## config.mk

```make
export PLATFORM = sky130hd
export DESIGN_NAME = pcie_tcap_arbiter
export DESIGN_NICKNAME = d
export VERILOG_FILES = /design/src/rtl/pcie_tcap_pkg.sv /design/src/rtl/pcie_tcap_rr2.sv /design/src/rtl/pcie_tcap_arbiter.sv
export SDC_FILE = /design/constraint.sdc
export NUM_CORES = 1
export LEC_CHECK = 0
export CAP_MARGIN = 20
export CORE_AREA = 2 2 119 121
export DETAILED_ROUTE_END_ITERATION = 12
export DIE_AREA = 0 0 121 123
export GPL_TIMING_DRIVEN = 0
export PLACE_DENSITY_LB_ADDON = 0.25
export SETUP_SLACK_MARGIN = 0.15
export SLEW_MARGIN = 20
export SYNTH_ARGS = -nofsm -noshare
export SYNTH_HDL_FRONTEND = slang
export SYNTH_SLANG_ARGS = --single-unit
```

## constraint.sdc

```tcl
create_clock -name clk -period 3.42 [get_ports clk]
set_input_delay 0.513 -clock clk [delete_from_list [all_inputs] [get_ports clk]]
set_output_delay 0.513 -clock clk [all_outputs]
set_load 0.01 [all_outputs]
```

## src/rtl/pcie_tcap_pkg.sv

```systemverilog
// Shared types and helpers for the PCIe TLP capture path: direction codes,
// the 48-bit capture header, arbiter state/grant encodings and the header stamper.
package pcie_tcap_pkg;

    localparam logic [1:0] TCAP_DIR_RX = 2'b01;
    localparam logic [1:0] TCAP_DIR_TX = 2'b10;

    // Header layout, MSB first: direction, reserved (always zero), sequence number.
    typedef struct packed {
        logic [1:0]  dir;
        logic [13:0] rsrv;
        logic [31:0] seq;
    } pcie_tcaphdr_t;

    typedef enum logic [1:0] {
        ARB_IDLE = 2'd0,
        ARB_PASS = 2'd1,
        ARB_DROP = 2'd2
    } arb_state_e;

    typedef enum logic {
        GNT_RX = 1'b0,
        GNT_TX = 1'b1
    } grant_e;

    function automatic pcie_tcaphdr_t tcap_stamp(input logic [1:0] dir, input logic [31:0] seq);
        pcie_tcaphdr_t hdr;
        hdr.dir  = dir;
        hdr.rsrv = '0;
        hdr.seq  = seq;
        return hdr;
    endfunction

endpackage

```

## src/rtl/pcie_tcap_rr2.sv

```systemverilog
// Two-way round-robin grant picker. Purely combinational; the caller owns
// last_grant and decides when a grant is actually taken.
module pcie_tcap_rr2
    import pcie_tcap_pkg::*;
(
    input  logic [1:0] req_i,
    input  grant_e     last_grant_i,
    output grant_e     grant_o,
    output logic       grant_valid_o
);

    // A lone requester always wins; on a tie the one not served last time wins.
    always_comb begin
        grant_valid_o = |req_i;
        grant_o       = GNT_RX;
        case (req_i)
            2'b10:   grant_o = GNT_TX;
            2'b11:   grant_o = (last_grant_i == GNT_TX) ? GNT_RX : GNT_TX;
            default: grant_o = GNT_RX;
        endcase
    end

endmodule

```

## src/rtl/pcie_tcap_arbiter.sv

```systemverilog
// Packet-granular RX/TX arbiter for the TLP capture stream. Each packet is
// either passed through with a stamped header on its first beat, or swallowed
// and counted when capture is disabled at the time it is granted.
module pcie_tcap_arbiter
    import pcie_tcap_pkg::*;
#(
    parameter int DATA_W = 64,
    parameter int KEEP_W = DATA_W / 8
) (
    input  logic              clk,
    input  logic              rst,
    input  logic              cap_en,
    input  logic              seq_clr,
    input  logic              rx_tvalid,
    output logic              rx_tready,
    input  logic [DATA_W-1:0] rx_tdata,
    input  logic [KEEP_W-1:0] rx_tkeep,
    input  logic              rx_tlast,
    input  logic              tx_tvalid,
    output logic              tx_tready,
    input  logic [DATA_W-1:0] tx_tdata,
    input  logic [KEEP_W-1:0] tx_tkeep,
    input  logic              tx_tlast,
    output logic              m_tvalid,
    input  logic              m_tready,
    output logic [DATA_W-1:0] m_tdata,
    output logic [KEEP_W-1:0] m_tkeep,
    output logic              m_tlast,
    output logic              m_tuser,
    output logic [47:0]       m_hdr,
    output logic [31:0]       drop_cnt
);

    arb_state_e        state_q, state_d;
    grant_e            grant_q, grant_d;
    grant_e            last_grant_q, last_grant_d;
    logic              first_q, first_d;
    logic [31:0]       seq_q, seq_d;
    logic [31:0]       drop_cnt_q, drop_cnt_d;

    grant_e            rr_grant;
    logic              rr_valid;

    logic              g_tvalid;
    logic              g_tlast;
    logic              g_tready;
    logic [DATA_W-1:0] g_tdata;
    logic [KEEP_W-1:0] g_tkeep;
    logic [1:0]        g_dir;

    pcie_tcap_rr2 u_rr2 (
        .req_i         ({tx_tvalid, rx_tvalid}),
        .last_grant_i  (last_grant_q),
        .grant_o       (rr_grant),
        .grant_valid_o (rr_valid)
    );

    // Select the currently granted requester's beat and its direction code.
    always_comb begin
        if (grant_q == GNT_TX) begin
            g_tvalid = tx_tvalid;
            g_tdata  = tx_tdata;
            g_tkeep  = tx_tkeep;
            g_tlast  = tx_tlast;
            g_dir    = TCAP_DIR_TX;
        end else begin
            g_tvalid = rx_tvalid;
            g_tdata  = rx_tdata;
            g_tkeep  = rx_tkeep;
            g_tlast  = rx_tlast;
            g_dir    = TCAP_DIR_RX;
        end
    end

    // Next-state and output logic; IDLE and reset present an all-zero interface.
    always_comb begin
        state_d      = state_q;
        grant_d      = grant_q;
        last_grant_d = last_grant_q;
        first_d      = first_q;
        seq_d        = seq_q;
        drop_cnt_d   = drop_cnt_q;
        g_tready     = 1'b0;
        m_tvalid     = 1'b0;
        m_tdata      = '0;
        m_tkeep      = '0;
        m_tlast      = 1'b0;
        m_tuser      = 1'b0;
        m_hdr        = '0;

        case (state_q)
            ARB_IDLE: begin
                // A clear coinciding with a grant lands first, so that packet is stamped 0.
                if (seq_clr) begin
                    seq_d = '0;
                end
                if (rr_valid) begin
                    grant_d      = rr_grant;
                    last_grant_d = rr_grant;
                    first_d      = 1'b1;
                    state_d      = cap_en ? ARB_PASS : ARB_DROP;
                end
            end
            ARB_PASS: begin
                m_tvalid = g_tvalid;
                g_tready = m_tready;
                m_tdata  = g_tdata;
                m_tkeep  = g_tkeep;
                m_tlast  = g_tlast;
                m_tuser  = first_q;
                m_hdr    = tcap_stamp(g_dir, seq_q);
                if (g_tvalid && m_tready) begin
                    if (first_q) begin
                        seq_d   = seq_q + 32'd1;
                        first_d = 1'b0;
                    end
                    if (g_tlast) begin
                        state_d = ARB_IDLE;
                    end
                end
            end
            ARB_DROP: begin
                g_tready = 1'b1;
                if (g_tvalid && g_tlast) begin
                    if (drop_cnt_q != 32'hFFFF_FFFF) begin
                        drop_cnt_d = drop_cnt_q + 32'd1;
                    end
                    state_d = ARB_IDLE;
                end
            end
            default: begin
                state_d = ARB_IDLE;
            end
        endcase
    end

    assign rx_tready = (grant_q == GNT_RX) && g_tready;
    assign tx_tready = (grant_q == GNT_TX) && g_tready;
    assign drop_cnt  = drop_cnt_q;

    // State registers; last_grant resets to TX so RX wins the first tie.
    always_ff @(posedge clk or posedge rst) begin
        if (rst) begin
            state_q      <= ARB_IDLE;
            grant_q      <= GNT_RX;
            last_grant_q <= GNT_TX;
            first_q      <= 1'b0;
            seq_q        <= '0;
            drop_cnt_q   <= '0;
        end else begin
            state_q      <= state_d;
            grant_q      <= grant_d;
            last_grant_q <= last_grant_d;
            first_q      <= first_d;
            seq_q        <= seq_d;
            drop_cnt_q   <= drop_cnt_d;
        end
    end

endmodule

```

==> reports/metrics.cfg, run 1 <==
[status]
status = finished, final reports clean

[synth]
yosys.area.top_type_share_pct = 33.0
synth_top_flop_cell = dfrtp_1
yosysTopAreaCell = dfrtp_1
synthCells = 612
synth_seq_cells = 69
ys_types = 53
yosysWarningCount = 0
yosys-top-cells-area = dfrtp_1 33%, mux2i_1 15%, nor2_1 7.5%
synthesis.area_um2 = 5160
yosysSeqAreaShare_pct = 33.5
synth_edf_count = 0
syn_area_per_cell_um2 = 8.43
async_reset_ff_share_pct = 100

[timing]
setup_slack_ns = 0.353
grt_setup_unrepaired = no
worst_pin_slew_ns = 0.720
finalCritPeriodShare_pct = 89.7
setup_viol = 0
post-route-min-period_ns = 3.07
max_clock_freq_mhz = 326
fin_skew_ns = 0.00588
relSlewSlack_pct = 52.0
report.final.slew_viol_count = 0
hold_viol = 0

[detailed_routing]
via_per_inst = 5.06
wire_per_inst_um = 18.5
ant_nets = 0
wirelength_mm = 20.8
vias = 5668
route.detailed.drc = 0
drt-initial-drc-count = 352
dr.pass1.iters = 5

[pwr]
peakVddDrop_v = 0.000324
pwr-share-clk_pct = 22.1
p_int_w = 0.00260
pwr-share-seq_pct = 21.7
pwr-share-comb_pct = 56.2
swShare_pct = 39.1
p_sw_w = 0.00167
p_leak_nw = 3.63
power_density_nw_per_um2 = 489
finalPower_w = 0.00427

[global_routing]
use_met1_pct = 34.3
grt_max_degree = 42
met3_usage_pct = 10.6
top_usage_layer = met2
grt_first_pass_wirelength_mm = 30.7
antenna_found_initial = 2
grt-ovfl-total = 0
grt_pass1_vias = 5410
track_usage_pct = 27.1
grt_use_met2_pct = 44.3

[clock_network]
cts_buffers = 9
clk_path_buf_depth = 2
cts_root_buf = clkbuf_16
path_clk_slew_ns = 0.06
insertion_delay_ns = 0.34
ctsHoldBuffers = 0
cts_max_level = 3
cts_setup_buffers = 0
cts_resized = 0
cts_tree = built
numClockSinks = 69

[die]
io_pins = 310
core_um2 = 13600
fp.dieW_um = 121
die_area_um2 = 14900
rows = 43
initial_core_util_pct = 37.9
die_y_um = 123

[worst_setup_path]
required_ns = 2.91
endpoint_kind = output pin
worstPathArrival_ns = 2.55
path_max_fanout = 10
path_class = reg2out
start_kind = flip-flop
reg2reg_depth = 9

[place]
dp_hpwl_mm = 16.7
dp_slack_ns = 0.548
gp_congestion = 0.870
io_buffers = 295

[final_layout]
final_nets = 1090
final_layout_size_suffix_gt1_share_pct = 6.83
final_cell_mix = 295 x clkdlybuf4s50_1, 103 x nor2_1, 79 x mux2i_1, 68 x dfrtp_1, 40 x nand2_1
syn2layout_area_growth_pct = 69.1
layout_commonest_cell = clkdlybuf4s50_1
fill_cells = 1217

[job]
cap_violations = 0

[hold_path]
hp-class = reg2reg
worstHoldPathCells = 1

-- worst paths after layout --
kind | slack, ns | end | start
max | 0.35 | m_tkeep[0] | state_q[1]$_DFFE_PP0P_
min in group asynchronous | 0.52 | seq_q[24]$_DFFE_PP0P_ | rst
max in group asynchronous | 2.30 | last_grant_q$_DFFE_PP1P_ | rst
max reg2reg | 1.00 | seq_q[14]$_DFFE_PP0P_ | state_q[0]$_DFFE_PP0P_
min reg2reg | 0.48 | seq_q[31]$_DFFE_PP0P_ | seq_q[31]$_DFFE_PP0P_
min | 0.48 | seq_q[31]$_DFFE_PP0P_ | seq_q[31]$_DFFE_PP0P_
-- power by group through the flow --
stage	clock [W]	combinational [W]	sequential (W)
3_3_place_gp	0	0.00236	0.000937
4_1_cts	0.000955	0.00241	0.000925
5_1_grt	0.000997	0.00259	0.000937
6_report	0.000943	0.00240	0.000925
3_5_place_dp	0	0.00239	0.000937
2_1_floorplan	0	0.00130	0.000939
-- flip-flops by register name, summed over array words and instances, names as in the netlist --
name,count
last_grant_q,1
state_q,2
seq_q,32
grant_q,1
first_q,1
drop_cnt,32
-- critical path: stages (launching register included) --
cell and delay [ns]:
dfrtp_1 0.34, inv_1 0.08, ha_1 0.23, inv_1 0.12, clkbuf_1 0.41, buf_1 0.38
nor2_1 0.13, clkdlybuf4s50_1 0.52
-- Yosys cell counts, drive strengths merged, types with 2 or more instances --
| master | number |
|---|---|
| a21oi | 19 |
| a22oi | 2 |
| a31oi | 8 |
| a41oi | 2 |
| and2 | 35 |
| and3 | 9 |
| and4 | 7 |
| buf | 31 |
| clkbuf | 16 |
| dfrtp | 68 |
| ha | 5 |
| inv | 15 |
| mux2i | 79 |
| nand2 | 40 |
| nand2b | 5 |
| nand3 | 32 |
| nand4 | 20 |
| nand4b | 2 |
| nor2 | 103 |
| nor2b | 2 |
| nor3 | 9 |
| nor4 | 5 |
| o2111ai | 2 |
| o21ai | 27 |
| o31ai | 13 |
| o41ai | 2 |
| or3 | 6 |
| or4 | 7 |
| xnor2 | 23 |
| xor2 | 7 |
-- layer usage --
metal	routed length, um	up-vias
met3	2140	9
met5	0	-
met4	125	0
met1	8550	2641
met2	9940	236
li1	-	2782
-- cells by family (layout without fill, tap and decap cells) --
logic type | after synthesis | in the layout | synth area share (%)
simple gates | 285 | 285 | 28.8
buf+inv | 62 | 374 | 5.77
xor+xnor | 30 | 30 | 5.09
other cells | 1 | 17 | 0.0727
compound gates | 80 | 80 | 10.0
fa+ha+maj | 5 | 5 | 1.21
flops | 69 | 69 | 33.5
mux | 80 | 80 | 15.6
-- final cells by class --
type	count	area [um2]	share of cell area [%]
multi-input cells	494	3180	36.5
repair buffers	296	2970	34.1
flip-flops and latches	69	1730	19.8
plain buffers	47	246	2.83
clock buffers	10	239	2.74
well taps	180	225	2.58
clock inverters	6	62.6	0.717
inverters	15	58.8	0.674
diodes	3	7.51	0.0861
-- metrics by stage --
stage / TNS [ns] / hold WS [ns] / instances / area [um2] / util [%]
after floorplan: 0 / 0.444 / 625 / 5210 / -
after global placement: -6.31 / 0.460 / 1100 / 8380 / 61.6
after detailed placement: 0 / 0.475 / 1101 / 8410 / 61.8
after CTS: 0 / 0.482 / 1117 / 8710 / 64.0
after global routing: 0 / 0.525 / 1117 / 8710 / 64.0
final: 0 / 0.481 / 1120 / 8720 / 64.1
(Power assumes the default switching activity.)
==> inputs of run 2 (changes only) <==
--- a/config.mk
+++ b/config.mk
@@ -6,13 +6,14 @@
 export NUM_CORES = 1
 export LEC_CHECK = 0
 export CAP_MARGIN = 20
-export CORE_AREA = 2 2 119 121
+export CORE_AREA = 2 2 121 123
 export DETAILED_ROUTE_END_ITERATION = 12
-export DIE_AREA = 0 0 121 123
+export DIE_AREA = 0 0 123 125
 export GPL_TIMING_DRIVEN = 0
 export PLACE_DENSITY_LB_ADDON = 0.25
 export SETUP_SLACK_MARGIN = 0.15
 export SLEW_MARGIN = 20
 export SYNTH_ARGS = -nofsm -noshare
 export SYNTH_HDL_FRONTEND = slang
+export SYNTH_HIERARCHICAL = 1
 export SYNTH_SLANG_ARGS = --single-unit
==> run 2 against run 1 <==
Against the previous run: first-iteration DRC count up 24%; combinational power down 2%; design area about the same; total power down 3.3%; clock-buffer cell count up 3; clock power down 11%; final cell count about the same; area after synthesis up 0.61%; synthesized cell count up 0.16%; largest power group unchanged.
==> reports/metrics.cfg, run 2 <==
[global_routing]
use_met1_pct = 36.9  ; +2.6 points
grt_use_met2_pct = 43.1  ; -1.2 points
grt_pass1_vias = 5522  ; +2.1%
antenna_found_initial = 0  ; -2
met3_usage_pct = 6.98  ; -3.6 points
top_usage_layer = met2
grt_first_pass_wirelength_mm = 32.0  ; +4.3%
grt_max_degree = 38  ; -9.5%
grt-ovfl-total = 0  ; unchanged
track_usage_pct = 27.4  ; +0.38 points

[synth]
yosysWarningCount = 6  ; +6
yosys-top-cells-area = dfrtp_1 33%, mux2i_1 14%, nor2_1 7.5%
synth_edf_count = 0  ; unchanged
synth.most_common_cell = nor2_1
yosys.area.top_type_share_pct = 32.8  ; -0.20 points
synth_seq_cells = 69  ; unchanged
async_reset_ff_share_pct = 100  ; unchanged
synth_top_flop_cell = dfrtp_1
yosysSeqAreaShare_pct = 33.3  ; -0.20 points
synth_commonest_cells = 103 x nor2_1, 75 x mux2i_1, 68 x dfrtp_1
synthCells = 613  ; +0.16%
yosysTopAreaCell = dfrtp_1
synthesis.area_um2 = 5190  ; +0.61%
ys_types = 60  ; +13%
syn_area_per_cell_um2 = 8.46  ; +0.44%

[worst_setup_path]
path_class = reg2out
endpoint_kind = output pin
r2r_slack_ns = 1.03  ; +0.03 ns
worstPathArrival_ns = 2.71  ; +0.16 ns
crit_start = grant_q$_DFFE_PP0P_
path_max_fanout = 10  ; unchanged
worstReg2RegStart = state_q[0]$_DFFE_PP0P_
start_kind = flip-flop
required_ns = 2.91  ; about the same

[final_layout]
final_cell_mix = 295 x clkdlybuf4s50_1, 102 x nor2_1, 75 x mux2i_1, 68 x dfrtp_1, 43 x nand2_1
fill_cells = 1243  ; +2.1%
final_area_um2 = 8730  ; about the same
syn2layout_area_growth_pct = 68.2
final_cells = 1121  ; +0.089%
final_nets = 1091  ; +0.092%
n_antenna_cell = 0  ; -3
layout_commonest_cell = clkdlybuf4s50_1
final_layout_size_suffix_gt1_share_pct = 7.04  ; +0.21 points

[detailed_routing]
wirelength_mm = 21.3  ; +2.8%
drt-initial-drc-count = 436  ; +24%
ant_nets = 0  ; unchanged
via_per_inst = 5.12  ; +1.2%
route.detailed.drc = 0  ; unchanged
wire_per_inst_um = 19.0  ; +2.7%
dr.pass1.iters = 5  ; unchanged
vias = 5741  ; +1.3%

[pwr]
peakVddDrop_v = 0.000254  ; -21%
p_leak_nw = 3.61  ; -0.40%
finalPower_w = 0.00412  ; -3.3%
power_density_nw_per_um2 = 473  ; -3.4%

[clock_network]
cts_buffers = 9  ; unchanged
cts_max_level = 3  ; unchanged
clk_path_buf_depth = 2  ; unchanged
cts_tree = built
path_clk_slew_ns = 0.05  ; about the same
ctsHoldBuffers = 0  ; unchanged
numClockSinks = 69  ; unchanged
insertion_delay_ns = 0.33  ; about the same
cts_root_buf = clkbuf_16

[job]
cap_violations = 0  ; unchanged

[timing]
setup_slack_ns = 0.196  ; -0.157 ns
relSlewSlack_pct = 48.2  ; -3.8 points
setup_tns_ns = 0  ; unchanged
hold_viol = 0  ; unchanged
finalCritPeriodShare_pct = 94.3  ; +4.6 points
max_clock_freq_mhz = 310  ; -4.9%
worst_pin_slew_ns = 0.777  ; +0.0570 ns
report.final.slew_viol_count = 0  ; unchanged
fin_skew_ns = 0.00619  ; +0.000311 ns
setup_viol = 0  ; unchanged
grt_setup_unrepaired = yes
post-route-min-period_ns = 3.22  ; +0.157 ns

[hold_path]
hp-class = reg2reg
min_from = drop_cnt[29]$_DFFE_PP0P_

[die]
die_area_um2 = 15400  ; +3.3%
fp.dieW_um = 123  ; +1.7%
die_y_um = 125  ; +1.6%
io_pins = 310  ; unchanged
core_um2 = 14200  ; +4.3%
rows = 44  ; +2.3%
initial_core_util_pct = 36.5  ; -1.4 points

[place]
io_buffers = 295  ; unchanged
dp_hpwl_mm = 17.3  ; +3.6%
place_inst = 1106  ; +0.45%
dp_slack_ns = 0.0844  ; -0.463 ns
gp_congestion = 1.00  ; +15%
placed_area_um2 = 8440  ; +0.43%

[status]
status = finished, final reports clean

run 2: changes by cell type in the layout (fill, tap and decap cells not counted), moves of 5 or more:
cell      change
o211ai_1      +5
o21ai_0       -5
nand4_1       -7
xor2_1        +5
buf_1         -6
xnor2_1       -5
run 2: layer usage:
layer  vias up  wire [um]
met5         -          0
met4         0        457
met3        26       1620
met2       207       9980
met1      2729       9280
li1       2779          -
run 2: power by group:
| part | internal, W | switching, W |
|---|---|---|
| clock | 0.000505 | 0.000334 |
| combinational | 0.00110 | 0.00124 |
| sequential | 0.000878 | 0.0000655 |
| total | 0.00248 | 0.00164 |
run 2: worst paths after layout:
path / endpoint / cells past startpoint
max: m_tdata[35] / 6
min: drop_cnt[29]$_DFFE_PP0P_ / 1
max reg2reg: seq_q[19]$_DFFE_PP0P_ / 7
min reg2reg: drop_cnt[29]$_DFFE_PP0P_ / 1
max in group asynchronous: seq_q[24]$_DFFE_PP0P_ / 3
min in group asynchronous: drop_cnt[24]$_DFFE_PP0P_ / 2
run 2: logic make-up (layout without fill, tap and decap cells):
group           count (synthesis)  in the layout  synth area share, %
other cells                     1             14               0.0723
flops                          69             69                 33.3
fa+ha+maj                       5              5                 1.21
mux                            77             77                 14.9
xor+xnor                       30             30                 5.06
compound gates                 76             76                 9.57
simple gates                  298            298                 30.3
buf+inv                        57            368                 5.55
run 2: metrics by stage:
stage | hold WS, ns | utilization, %
5_1_grt | 0.510 | 61.4
4_1_cts | 0.492 | 61.3
3_5_place_dp | 0.486 | 59.4
3_3_place_gp | 0.479 | 59.3
2_1_floorplan | 0.473 | -
6_report | 0.491 | 61.4
run 2: area by class of cell:
| cell class | instances | area (um2) | area share [%] |
|---|---|---|---|
| Timing Repair Buffer | 296 | 2970 | 34.1 |
| Clock inverter | 2 | 10.0 | 0.115 |
| Clock buffer | 13 | 250 | 2.87 |
| Tap cell | 184 | 230 | 2.64 |
| Buffer | 45 | 262 | 3.00 |
| Inverter | 12 | 48.8 | 0.559 |
| Sequential cell | 69 | 1730 | 19.8 |
| Multi-Input combinational cell | 500 | 3220 | 37.0 |
run 2: worst max-delay path, cell delays in order (launching register included):
cell and delay [ns]:
dfrtp_1 0.32, buf_4 0.15, buf_2 0.32, buf_2 0.40
mux2i_1 0.57, nor2_1 0.10, clkdlybuf4s50_1 0.50
run 2: timing repair:
action                     CTS  global route
setup endpoints to repair   81            80
gates resized for setup      8            15
setup buffers                0             0
hold endpoints to repair     0             0
